==> config.mk <==
export PLATFORM = sky130hd
export DESIGN_NAME = rpn_stack_calculator_flat
export DESIGN_NICKNAME = d
export VERILOG_FILES = /design/src/rtl/rpn_calc_pkg.sv /design/src/rtl/rpn_stack_calculator_if.sv /design/src/rtl/rpn_alu.sv /design/src/rtl/rpn_stack_calculator.sv /design/src/flat_wrapper.sv
export SDC_FILE = /design/constraint.sdc
export NUM_CORES = 1
export LEC_CHECK = 0
export CAP_MARGIN = 20
export CORE_UTILIZATION = 61
export CTS_CLUSTER_SIZE = 8
export DETAILED_ROUTE_END_ITERATION = 6
export GPL_ROUTABILITY_DRIVEN = 0
export PLACE_DENSITY = 0.85
export REMOVE_ABC_BUFFERS = 1
export SLEW_MARGIN = 20
export SYNTH_ARGS = -nofsm -noshare
export SYNTH_HDL_FRONTEND = slang
export SYNTH_HIERARCHICAL = 1
export SYNTH_SLANG_ARGS = --single-unit
==> constraint.sdc <==
create_clock -name clk_div -period 6.4 [get_ports clk_div]
set_input_delay 0.96 -clock clk_div [delete_from_list [all_inputs] [get_ports clk_div]]
set_output_delay 0.96 -clock clk_div [all_outputs]
set_load 0.05 [all_outputs]
==> src/rtl/rpn_calc_pkg.sv <==
// Shared FSM state encoding and ALU opcodes for the RPN stack calculator.
package rpn_calc_pkg;

    typedef enum logic [2:0] {
        IDLE  = 3'd0,
        ENTER = 3'd1,
        OPSEL = 3'd2,
        EXEC  = 3'd3,
        SHOW  = 3'd4,
        ERROR = 3'd5
    } state_t;

    localparam logic [2:0] OP_ADD = 3'd0;
    localparam logic [2:0] OP_SUB = 3'd1;
    localparam logic [2:0] OP_AND = 3'd2;
    localparam logic [2:0] OP_OR  = 3'd3;
    localparam logic [2:0] OP_XOR = 3'd4;
    localparam logic [2:0] OP_MIN = 3'd5;
    localparam logic [2:0] OP_MAX = 3'd6;
    localparam logic [2:0] OP_EQ  = 3'd7;

endpackage

==> src/rtl/rpn_stack_calculator_if.sv <==
// Button/encoder inputs and display/status outputs of the RPN calculator.
interface rpn_stack_calculator_if #(
    parameter int WIDTH = 8,
    parameter int CNT_W = 3
);
    logic             push;
    logic             operate;
    logic             restart;
    logic [WIDTH-1:0] rotary_value;
    logic [WIDTH-1:0] display_value;
    logic             display_load;
    logic             flag;
    logic             error;
    logic [CNT_W-1:0] stack_count;

    modport master (
        output push, operate, restart, rotary_value,
        input  display_value, display_load, flag, error, stack_count
    );

    modport slave (
        input  push, operate, restart, rotary_value,
        output display_value, display_load, flag, error, stack_count
    );
endinterface

==> src/rtl/rpn_alu.sv <==
// Combinational ALU for the RPN calculator: R = B op A plus a status flag.
// Optional macro SATURATE_EN clamps ADD overflow to all-ones and SUB underflow to zero.
module rpn_alu import rpn_calc_pkg::*; #(
    parameter int WIDTH = 8
) (
    input  logic [WIDTH-1:0] a,
    input  logic [WIDTH-1:0] b,
    input  logic [2:0]       op,
    output logic [WIDTH-1:0] r,
    output logic             flag
);
`ifdef SATURATE_EN
    localparam bit SAT = 1'b1;
`else
    localparam bit SAT = 1'b0;
`endif

    function automatic logic [WIDTH-1:0] sat_add(input logic [WIDTH:0] s);
        return s[WIDTH-1:0] | {WIDTH{s[WIDTH] & SAT}};
    endfunction

    function automatic logic [WIDTH-1:0] sat_sub(input logic [WIDTH:0] d);
        return s_clear(d[WIDTH-1:0], d[WIDTH] & SAT);
    endfunction

    function automatic logic [WIDTH-1:0] s_clear(input logic [WIDTH-1:0] v, input logic clr);
        return v & ~{WIDTH{clr}};
    endfunction

    logic [WIDTH:0] sum;
    logic [WIDTH:0] diff;

    assign sum  = {1'b0, b} + {1'b0, a};
    assign diff = {1'b0, b} - {1'b0, a};

    always_comb begin
        r    = '0;
        flag = 1'b0;
        case (op)
            OP_ADD: begin r = sat_add(sum);  flag = sum[WIDTH];  end
            OP_SUB: begin r = sat_sub(diff); flag = diff[WIDTH]; end
            OP_AND: begin r = b & a; flag = ~|(b & a); end
            OP_OR:  begin r = b | a; flag = ~|(b | a); end
            OP_XOR: begin r = b ^ a; flag = ~|(b ^ a); end
            OP_MIN: begin r = (b < a) ? b : a; flag = ~|((b < a) ? b : a); end
            OP_MAX: begin r = (b > a) ? b : a; flag = ~|((b > a) ? b : a); end
            default: begin r = b; flag = (a == b); end
        endcase
    end
endmodule

==> src/rtl/rpn_stack_calculator.sv <==
// RPN stack calculator: button edge detect, DEPTH-entry operand stack, control FSM.
// Build option SATURATE_EN (handled in rpn_alu) selects saturating ADD/SUB.
module rpn_stack_calculator import rpn_calc_pkg::*; #(
    parameter int WIDTH = 8,
    parameter int DEPTH = 4,
    parameter int CNT_W = $clog2(DEPTH + 1)
) (
    input  logic                 clk_div,
    input  logic                 rst,
    rpn_stack_calculator_if.slave bus
);
    localparam int IDX_W = $clog2(DEPTH);

    state_t           state, state_n;
    logic             push_d1, op_d1;
    logic             push_p, op_p;
    logic             do_push, do_exec;
    logic [CNT_W-1:0] cnt;
    logic [2:0]       opcode;
    logic [WIDTH-1:0] stack [DEPTH];
    logic [WIDTH-1:0] disp, disp_n;
    logic             load, load_n;
    logic             flag_r, error_r;
    logic [IDX_W-1:0] idx_push, idx_a, idx_b;
    logic [WIDTH-1:0] alu_r;
    logic             alu_flag;

    // A simultaneous operate edge is discarded when push rises in the same cycle.
    assign push_p = bus.push & ~push_d1;
    assign op_p   = bus.operate & ~op_d1 & ~push_p;

    assign idx_push = IDX_W'(cnt);
    assign idx_a    = IDX_W'(cnt - CNT_W'(1));
    assign idx_b    = IDX_W'(cnt - CNT_W'(2));

    rpn_alu #(.WIDTH(WIDTH)) u_alu (
        .a    (stack[idx_a]),
        .b    (stack[idx_b]),
        .op   (opcode),
        .r    (alu_r),
        .flag (alu_flag)
    );

    always_comb begin
        state_n = state;
        do_push = 1'b0;
        do_exec = 1'b0;
        case (state)
            IDLE:  if (push_p) state_n = ENTER;
            ENTER: begin
                if (push_p) begin
                    if (cnt < CNT_W'(DEPTH)) do_push = 1'b1;
                    else                     state_n = ERROR;
                end else if (op_p) begin
                    state_n = OPSEL;
                end
            end
            OPSEL: begin
                if (push_p)    state_n = EXEC;
                else if (op_p) state_n = ENTER;
            end
            EXEC: begin
                if (cnt < CNT_W'(2)) begin
                    state_n = ERROR;
                end else begin
                    do_exec = 1'b1;
                    state_n = SHOW;
                end
            end
            SHOW:  if (push_p || op_p) state_n = ENTER;
            ERROR: if (push_p) state_n = ENTER;
            default: state_n = IDLE;
        endcase
        if (bus.restart) begin
            state_n = IDLE;
            do_push = 1'b0;
            do_exec = 1'b0;
        end

        // Display registers follow the state being entered; EXEC holds the previous view.
        disp_n = disp;
        load_n = load;
        case (state_n)
            ENTER: begin disp_n = bus.rotary_value; load_n = 1'b1; end
            OPSEL: begin disp_n = {{(WIDTH-3){1'b0}}, bus.rotary_value[2:0]}; load_n = 1'b1; end
            SHOW:  begin if (do_exec) disp_n = alu_r; load_n = 1'b1; end
            ERROR: begin disp_n = '1; load_n = 1'b1; end
            EXEC:  ;
            default: begin disp_n = '0; load_n = 1'b0; end
        endcase
    end

    always_ff @(posedge clk_div) begin
        if (rst) begin
            state   <= IDLE;
            push_d1 <= 1'b0;
            op_d1   <= 1'b0;
            cnt     <= '0;
            opcode  <= '0;
            disp    <= '0;
            load    <= 1'b0;
            flag_r  <= 1'b0;
            error_r <= 1'b0;
            for (int i = 0; i < DEPTH; i++) stack[i] <= '0;
        end else begin
            state   <= state_n;
            push_d1 <= bus.push;
            op_d1   <= bus.operate;
            disp    <= disp_n;
            load    <= load_n;
            error_r <= (state_n == ERROR);
            if (bus.restart) begin
                cnt    <= '0;
                flag_r <= 1'b0;
                for (int i = 0; i < DEPTH; i++) stack[i] <= '0;
            end else begin
                if (state == OPSEL && push_p) opcode <= bus.rotary_value[2:0];
                if (do_push) begin
                    stack[idx_push] <= bus.rotary_value;
                    cnt             <= cnt + CNT_W'(1);
                end
                if (do_exec) begin
                    stack[idx_b] <= alu_r;
                    cnt          <= cnt - CNT_W'(1);
                    flag_r       <= alu_flag;
                end
            end
        end
    end

    assign bus.display_value = disp;
    assign bus.display_load  = load;
    assign bus.flag          = flag_r;
    assign bus.error         = error_r;
    assign bus.stack_count   = cnt;
endmodule

==> src/flat_wrapper.sv <==
// flat-port wrapper written by rule: the top's interface ports become plain ports
module rpn_stack_calculator_flat import rpn_calc_pkg::*;
#(
    parameter int WIDTH = 8,
    parameter int DEPTH = 4,
    parameter int CNT_W = $clog2(DEPTH + 1)
)
  (clk_div, rst, bus_push, bus_operate, bus_restart, bus_rotary_value, bus_display_value, bus_display_load, bus_flag, bus_error, bus_stack_count);
  rpn_stack_calculator_if #(.WIDTH(WIDTH), .CNT_W(CNT_W)) bus_i ();
  input  logic clk_div;
  input  logic rst;
  input wire logic [$bits(bus_i.push)-1:0] bus_push;
  input wire logic [$bits(bus_i.operate)-1:0] bus_operate;
  input wire logic [$bits(bus_i.restart)-1:0] bus_restart;
  input wire logic [$bits(bus_i.rotary_value)-1:0] bus_rotary_value;
  output wire logic [$bits(bus_i.display_value)-1:0] bus_display_value;
  output wire logic [$bits(bus_i.display_load)-1:0] bus_display_load;
  output wire logic [$bits(bus_i.flag)-1:0] bus_flag;
  output wire logic [$bits(bus_i.error)-1:0] bus_error;
  output wire logic [$bits(bus_i.stack_count)-1:0] bus_stack_count;
  assign bus_i.push = bus_push;
  assign bus_i.operate = bus_operate;
  assign bus_i.restart = bus_restart;
  assign bus_i.rotary_value = bus_rotary_value;
  assign bus_display_value = bus_i.display_value;
  assign bus_display_load = bus_i.display_load;
  assign bus_flag = bus_i.flag;
  assign bus_error = bus_i.error;
  assign bus_stack_count = bus_i.stack_count;
  rpn_stack_calculator #(.WIDTH(WIDTH), .DEPTH(DEPTH), .CNT_W(CNT_W)) u_core (.clk_div(clk_div), .rst(rst), .bus(bus_i));
endmodule
Yosys cells after proc, flatten, opt, wreduce, memory -nomap -nowiden. Memory sizes are Yosys's and may differ from the RTL's. Cells that the tools add are included.

Register bits: 22. RAM bits: 32. Input port bits: 13. Word-level logic and storage cells: 123. Memories: 1.

Memories: u_core.stack (words 4, width 8, read ports 2, clocked after Yosys merged registers in 0, write ports 4, RTL line rpn_stack_calculator.sv:20) `logic [WIDTH-1:0] stack [DEPTH];`.

Add/subtract/negate cells: 5. Magnitude comparators: 4. Equal/unequal tests: 18. Mux-type cells: 49. Bitwise logic cells: 15. Reductions and logical operators: 22.

Operators with widths (count): $mux W8 (9); $pmux W8 S7 (1); $reduce_or A8 Y1 (7); $pmux W8 S5 (1); $mux W3 (10); $mux W1 (23); $eq A3 B3 Y1 const B (7); $eq A3 B2 Y1 const B (6); $pmux W3 S5 (1); $add A8 B8 Y9 (1); $eq A3 B1 Y1 const B (3); $sub A8 B8 Y9 (1); $and A8 B8 Y8 (1); $eq A8 B8 Y1 (1); $gt A8 B8 Y1 (1); $lt A8 B8 Y1 (1); $or A8 B8 Y8 (1); $xor A8 B8 Y8 (1); $pmux W1 S7 (1); $logic_not A3 Y1 (2); $logic_not A1 Y1 (5); $not A1 Y1 (5); $mux W2 (2); $or A1 B1 Y1 (4); 14 further kinds (18).

Logic depth before layout (Yosys ltp). Gate-level depths: netlist (run 1).

Depth after elaboration: 12. Depth in mapped cells: 18. Gate-level depth less buffers: 14.

Modules after synthesis. Netlist (run 1), hierarchy kept.

Modules (own cells, without submodules): rpn_stack_calculator (times used 1, cells each 247, area an instance 2847.7 um^2, sequential area each 1401.3 um^2); rpn_alu (times used 1, cells each 269, area an instance 1883.1 um^2, sequential area each 0.0 um^2).

Worst setup path after synthesis (run 1). OpenSTA, ideal clock, no wires.

Path type: register to register. Start point: register u_core.cnt[0] (netlist: u_core/bus.stack_count[0]). End point: memory u_core.stack[0][1], data pin. Library setup time: 0.263 ns. Arrival: 4.567 ns. Required time: 6.137 ns. Slack: 1.570 ns. Cell stages (with the launch flop): 18. Path buffers: 4. Period minus slack after synthesis: 4.830 ns. Cell sequence: dfxtp_1 > buf_2 > buf_2 > inv_1 > ha_1 > clkbuf_1 > mux4_2 > inv_1 > ha_1 > o21bai_1 > a21oi_4 > o211a_1 > buf_6 > mux2i_1 > a2111oi_0 > a221oi_1 > mux2i_1 > nor2_1.

RTL lines: start: declaration (RTL line rpn_stack_calculator.sv:18) `logic [CNT_W-1:0] cnt;`; start signal: assignment (RTL line rpn_stack_calculator.sv:120) `cnt <= cnt + CNT_W'(1);`; start signal: assignment (RTL line rpn_stack_calculator.sv:124) `cnt <= cnt - CNT_W'(1);`; end: declaration (RTL line rpn_stack_calculator.sv:20).

==> results of run 1 <==
## path summary, 6_finish.rpt
path,startpoint,end,slack [ns],depth (start not counted)
worst max register to register,u_core/bus.stack_count[1]$_SDFFE_PP0P_,u_core/stack[3][1]$_SDFFCE_PN0P_,1.11,13
worst min-delay path,u_core/bus.display_value[6]$_SDFFE_PP0P_,u_core/bus.display_value[6]$_SDFFE_PP0P_,0.48,2
worst max-delay path,u_core/bus.stack_count[1]$_SDFFE_PP0P_,u_core/stack[3][1]$_SDFFCE_PN0P_,1.11,13
worst min register to register,u_core/bus.display_value[6]$_SDFFE_PP0P_,u_core/bus.display_value[6]$_SDFFE_PP0P_,0.48,2
## area by class of cell
class | count | area [sq um]
Multi-Input combinational cell | 400 | 3060
Inverter | 38 | 143
Timing Repair Buffer | 28 | 275
Clock inverter | 3 | 45.0
Sequential cell | 54 | 1400
Fill cell | 585 | 2260
Clock buffer | 5 | 68.8
Tap cell | 99 | 124
## worst register-to-register path, delay by kind of cell, from the launching register on
family | cells | cell delay [ns]
AND/OR/NAND/NOR | 3 | 0.47
flip-flops | 1 | 0.82
multiplexers | 3 | 1.25
AO/OA/AOI/OAI | 3 | 1.25
buffers and inverters | 2 | 0.25
adder cells (fa/ha/maj) | 2 | 0.99
## stage by stage
stage	cells	util [%]	power, mW	hold slack [ns]
finish	627	69.4	0.802	0.478
global route	627	69.4	0.829	0.498
CTS	627	69.4	0.801	0.473
detailed placement	619	67.8	0.572	0.455
global placement	619	67.8	0.566	0.453
floorplan	492	-	0.520	0.672
## layer usage
metal / up-vias / share of wire, % / GRT usage, % / wire length [microns]
met5: - / 0 / 0 / 0
met4: 0 / 3.6 / 13.4 / 481
met3: 49 / 9.7 / 4.99 / 1300
met2: 316 / 46 / 54.4 / 6200
met1: 2108 / 40 / 43.9 / 5410
li1: 1961 / - / - / -
## kinds of logic after synthesis
logic type,share of synthesized area (%)
AO/OA/AOI/OAI,22.5
XOR/XNOR,0.370
adder cells (fa/ha/maj),7.72
buffers and inverters,5.79
flip-flops,29.6
multiplexers,12.9
AND/OR/NAND/NOR,21.1
## sequential cells by signal (all words and copies together), names as in the netlist
| name | cells |
|---|---|
| u_core/bus.error | 1 |
| u_core/bus.stack_count | 3 |
| u_core/bus.flag | 1 |
| u_core/bus.display_value | 8 |
| u_core/bus.display_load | 1 |
| u_core/opcode | 3 |
| u_core/push_d1 | 1 |
| u_core/state | 3 |
| u_core/op_d1 | 1 |
| u_core/stack | 32 |
## cells in the final DEF (no fill, tap or decap), types with 3 or more instances in the layout
master           netlist  final
nand2_1               31     31
nor3_2                 3      3
o221ai_1               3      3
nand3b_1               4      4
o21ai_1                5      5
a22o_1                 3      3
a21oi_1               33     33
o32ai_1                5      5
nor3_1                 7      7
a22oi_1                5      5
a32oi_1                3      3
o2111ai_1              4      4
and2_1                 7      7
and3_1                 6      6
a211oi_1               8      8
nand2b_1               6      6
a221oi_1               4      4
clkbuf_8               0      5
a31oi_1                3      3
a2bb2oi_1              3      3
o31ai_1                3      3
clkdlybuf4s50_1        0     26
nor2b_1               13     13
nor2_1                72     72
inv_1                 37     37
mux2i_1               21     21
o21ai_0               15     15
edfxtp_1              32     32
nand3_1                9      9
ha_1                  26     26
mux4_2                16     16
dfxtp_1               22     22
nor4_1                 4      4
## power by group
| part | internal, mW | switching, mW | leakage (nW) |
|---|---|---|---|
| combinational | 0.0710 | 0.117 | 1.22 |
| clock | 0.116 | 0.114 | 0.0504 |
| sequential | 0.377 | 0.00598 | 0.535 |
| total | 0.565 | 0.237 | 1.81 |
==> metrics, run 1 <==
die height=90.1 microns; Initial DRT Pass Iterations=5; worst slack, placed=1.25 ns; Final setup viols=0; count of final hold-check violations=0; Leakage=1.81 nW; HPWL Detailed=10000 microns; Worst Max-Slew Pin Slew=0.918 ns; Gate Count Post-Synth=516; worst hold path type=reg -> reg; Die Width=90.1 microns; Area growth syn-to-layout=8.07%; asr flop ratio synth=0%; highest net fanout along the worst path=17; Critical Path Source Type=flip-flop; Crit-path slowest cell=dfxtp_1; Final Max Tran Viols=0; Yosys top cell area share=20.3%; Post-synth EDFFs=32; Std-Cell Rows=31; largest net degree at the start of global routing=29; Resize count post-CTS=0; worst skew pair latency=0.31 ns; Final Skew=0.0133 ns; main flop type after synthesis=edfxtp_1; Die ar.=8110 sq um; nets@finish=568; Crit Path Category=reg -> reg; CTS H-tree lvls=2; grt total ovfl=0; fmax=0.189 GHz; Num Clock Sinks=54; CP endpoint kind=flip-flop; Worst Slack Setup Final=1.11 ns; dominant cell type by area after synthesis=edfxtp_1; register area share after synthesis=29.6%; Initial Utilization=64.2%; sum of buffers and inverters on the critical path=2; synthesized area=4730 sq um; setup TNS=0 ns; Power Density=157 nW/um^2; share of cells above drive strength 1=11.2%; # IOs=27; VDD IR max=0.144 mV; antenna-violating nets left=0; Final Cycle Share=82.7%; wirelength, routed=13400 microns; most frequent cell after synthesis=nor2_1; Via-to-Cell Ratio=7.07; Arr. time, crit path=5.34 ns; number of global-route vias before repair=4075; DRC=0; Post CTS Setup Buffer Count=0; worst endpoint required time=6.44 ns; synthesized area per cell=9.17 sq um; outcome=finished clean; Max-Cap Viols=0; yosys warns=6; GRT Util Overall=33.2%; kind of cell adding the most delay to the critical path=multiplexers; slowest stage delay, CP=0.82 ns; synth top area cells=edfxtp_1 20%, dfxtp_1 9.3%, mux4_2 7.6%; core area=7370 sq um; synth cell count leaders=72 x nor2_1, 37 x inv_1, 33 x a21oi_1; wire length of the first global-routing pass=21200 microns; vias post-DR=4434; clock-pin slew on the worst setup and hold paths=0.10 ns; Post-DP Area=5000 sq um; synth unique cells=92; max_slew headroom=38.7%; RSZ-0062 raised after global routing=no; TritonCTS buffer count=5; DRT iter0 DRCs=418; initial antenna violation count=0; CTS hold repair buffers=0; critical-path cell list=inv_1, ha_1, mux4_2, inv_1, ha_1, nor3b_1, nor3_2, o211a_1, mux2i_1, a2111oi_0, a221oi_1, mux2i_1, nor2_1; min Tclk post-route=5.29 ns; root buf cell=clkbuf_8; clock buffer depth=2; #FFs+latches synth=54; wire per inst=21.4 microns; number of port buffers=26; Antenna Cells=0; TritonCTS clock tree=built; Finished Cell Area=5110 sq um
No activity file was read; power rests on OpenSTA's default activity.
==> run 2: changes to the inputs <==
--- a/config.mk
+++ b/config.mk
@@ -6,11 +6,11 @@
 export NUM_CORES = 1
 export LEC_CHECK = 0
 export CAP_MARGIN = 20
-export CORE_UTILIZATION = 61
+export CORE_UTILIZATION = 55
 export CTS_CLUSTER_SIZE = 8
 export DETAILED_ROUTE_END_ITERATION = 6
 export GPL_ROUTABILITY_DRIVEN = 0
-export PLACE_DENSITY = 0.85
+export PLACE_DENSITY = 0.81
 export REMOVE_ABC_BUFFERS = 1
 export SLEW_MARGIN = 20
 export SYNTH_ARGS = -nofsm -noshare
==> constraint.sdc (replaced) <==
create_clock -name clk_div -period 4.6 [get_ports clk_div]
set_input_delay 0.69 -clock clk_div [delete_from_list [all_inputs] [get_ports clk_div]]
set_output_delay 0.69 -clock clk_div [all_outputs]
set_load 0.05 [all_outputs]
==> run 2 against run 1 <==
Utilization is 7.0 points lower. Wire length is 0.52% higher. Cell count is 1.6% higher. Fmax is 22% higher. First-iteration DRC count is 11% lower. Non-clock buffer count is 4 higher. Critical path depth is 1 higher. Clock skew is 0.0031 ns lower. Die area is 11% higher.
==> metrics, run 2 (same netlist as run 1, synthesis figures left out) <==
Std-Cell Rows=33 (+6.5%); Post CTS Setup Buffer Count=0 (unchanged); Num Clock Sinks=54 (unchanged); Via-to-Cell Ratio=6.84 (-3.3%); Critical Path Source Type=flip-flop; Die ar.=8980 sq um (+11%); GRT Util Overall=30.8% (-2.4 points); DR WL met3=1140 microns (-12%); CTS H-tree lvls=2 (unchanged); DRC=0 (unchanged); max reg flops=32 (unchanged); CTS hold repair buffers=0 (unchanged); Final Skew=0.0102 ns (-0.00311 ns); largest net degree at the start of global routing=24 (-17%); outcome=finished clean; wl on met1=5490 microns (+1.6%); Final setup viols=0 (unchanged); Arr. time, crit path=4.41 ns (-0.93 ns); Antenna Cells=0 (unchanged); Initial Utilization=57.3% (-6.9 points); Resize count post-CTS=0 (unchanged); Power Density=218 nW/um^2 (+39%); initial antenna violation count=0 (unchanged); fmax=0.230 GHz (+22%); highest net fanout along the worst path=11 (-6); core area=8260 sq um (+12%); Final Max Tran Viols=0 (unchanged); fillers=703 (+20%); total power=1.12 mW (+40%); Die Width=94.7 microns (+5.2%); TritonCTS clock tree=built; most frequent cells in the layout=72 x nor2_1, 37 x inv_1, 33 x a21oi_1; min Tclk post-route=4.35 ns (-0.949 ns); share of cells above drive strength 1=11.8% (+0.67 points); Area growth syn-to-layout=8.91%; Max-Cap Viols=0 (unchanged); TritonCTS buffer count=5 (unchanged); wire per inst=21.1 microns (-1.1%); DRT iter0 DRCs=372 (-11%); vias post-DR=4354 (-1.8%); nets@finish=572 (+0.70%); worst endpoint required time=4.66 ns (-1.78 ns); # IOs=27 (unchanged); worst skew pair latency=0.31 ns (about the same); die height=94.7 microns (+5.2%); HPWL Detailed=10200 microns (+1.4%); count of final hold-check violations=0 (unchanged); hold path cells=2 (unchanged); Final Cycle Share=94.5% (+12 points); commonest non-fill, non-tap cell in the layout=nor2_1; Finished Cell Area=5150 sq um (+0.78%); number of port buffers=26 (unchanged); worst hold path type=reg -> reg; clock buffer depth=2 (unchanged); Crit Path Category=reg -> reg; VDD IR max=0.182 mV (+27%); clock-pin slew on the worst setup and hold paths=0.10 ns (about the same); antenna-violating nets left=0 (unchanged); Initial DRT Pass Iterations=5 (unchanged); Highest Signal Layer=met4; RSZ-0062 raised after global routing=no; root buf cell=clkbuf_8; wirelength, routed=13500 microns (+0.52%); Post-DP Area=5040 sq um (+0.75%); Worst Max-Slew Pin Slew=0.754 ns (-0.164 ns); wire length of the first global-routing pass=20900 microns (-1.3%); grt total ovfl=0 (unchanged); Met2 Wirelength=6340 microns (+2.1%); max_slew headroom=49.4% (+11 points); worst r2r path cells=14 (+1); number of global-route vias before repair=4014 (-1.5%); Biggest register=u_core/stack; CP endpoint kind=flip-flop; Leakage=1.84 nW (+1.7%)
## run 2: stage by stage
stage / setup WS (ns) / std cells / hold slack (ns) / setup TNS (ns) / util (%)
floorplan: -0.339 / 492 / 0.672 / -9.20 / -
global placement: 0.546 / 629 / 0.456 / 0 / 61.0
detailed placement: 0.379 / 629 / 0.454 / 0 / 61.0
CTS: 0.357 / 637 / 0.468 / 0 / 62.4
global route: 0.0858 / 637 / 0.501 / 0 / 62.4
finish: 0.254 / 637 / 0.469 / 0 / 62.4
## run 2: report_power, final
group | leakage [nW] | switching [mW] | internal (mW) | total, mW
Combinational | 1.24 | 0.162 | 0.0988 | 0.261
Sequential | 0.535 | 0.00853 | 0.525 | 0.534
Clock | 0.0587 | 0.165 | 0.165 | 0.331
## run 2: worst paths after layout
check                                                              start                                       end  slack (ns)
worst max register to register    u_core/bus.stack_count[0]$_SDFFE_PP0P_          u_core/stack[0][1]$_SDFFCE_PN0P_        0.25
worst min-delay path            u_core/bus.display_value[7]$_SDFFE_PP0P_  u_core/bus.display_value[7]$_SDFFE_PP0P_        0.47
worst max-delay path              u_core/bus.stack_count[0]$_SDFFE_PP0P_          u_core/stack[0][1]$_SDFFCE_PN0P_        0.25
worst min register to register  u_core/bus.display_value[7]$_SDFFE_PP0P_  u_core/bus.display_value[7]$_SDFFE_PP0P_        0.47
## run 2: layout make-up
cell class                      instances  area (sq um)  area share, %
Multi-Input combinational cell        400          3060           59.3
Inverter                               38           143           2.77
Tap cell                              105           131           2.55
Clock buffer                            5          68.8           1.34
Clock inverter                          3          47.5          0.923
Timing Repair Buffer                   32           305           5.93
Sequential cell                        54          1400           27.2
## run 2: layer usage
metal | GRT usage (%) | up-vias
li1 | - | 1971
met1 | 39.6 | 2088
met2 | 50.7 | 251
met5 | 0 | -
met3 | 4.75 | 44
met4 | 14.9 | 0
## run 2: worst max-delay path, stage by stage, from the launching register on
cell and delay (ns):
dfxtp_1 0.36, inv_1 0.07, ha_1 0.32, buf_4 0.21
mux4_2 0.39, inv_1 0.19, ha_1 0.32, o21bai_1 0.31
a21oi_4 0.13, o211a_1 0.45, mux2i_1 0.22, a2111oi_0 0.53
a221oi_1 0.15, mux2i_1 0.35, nor2_1 0.09
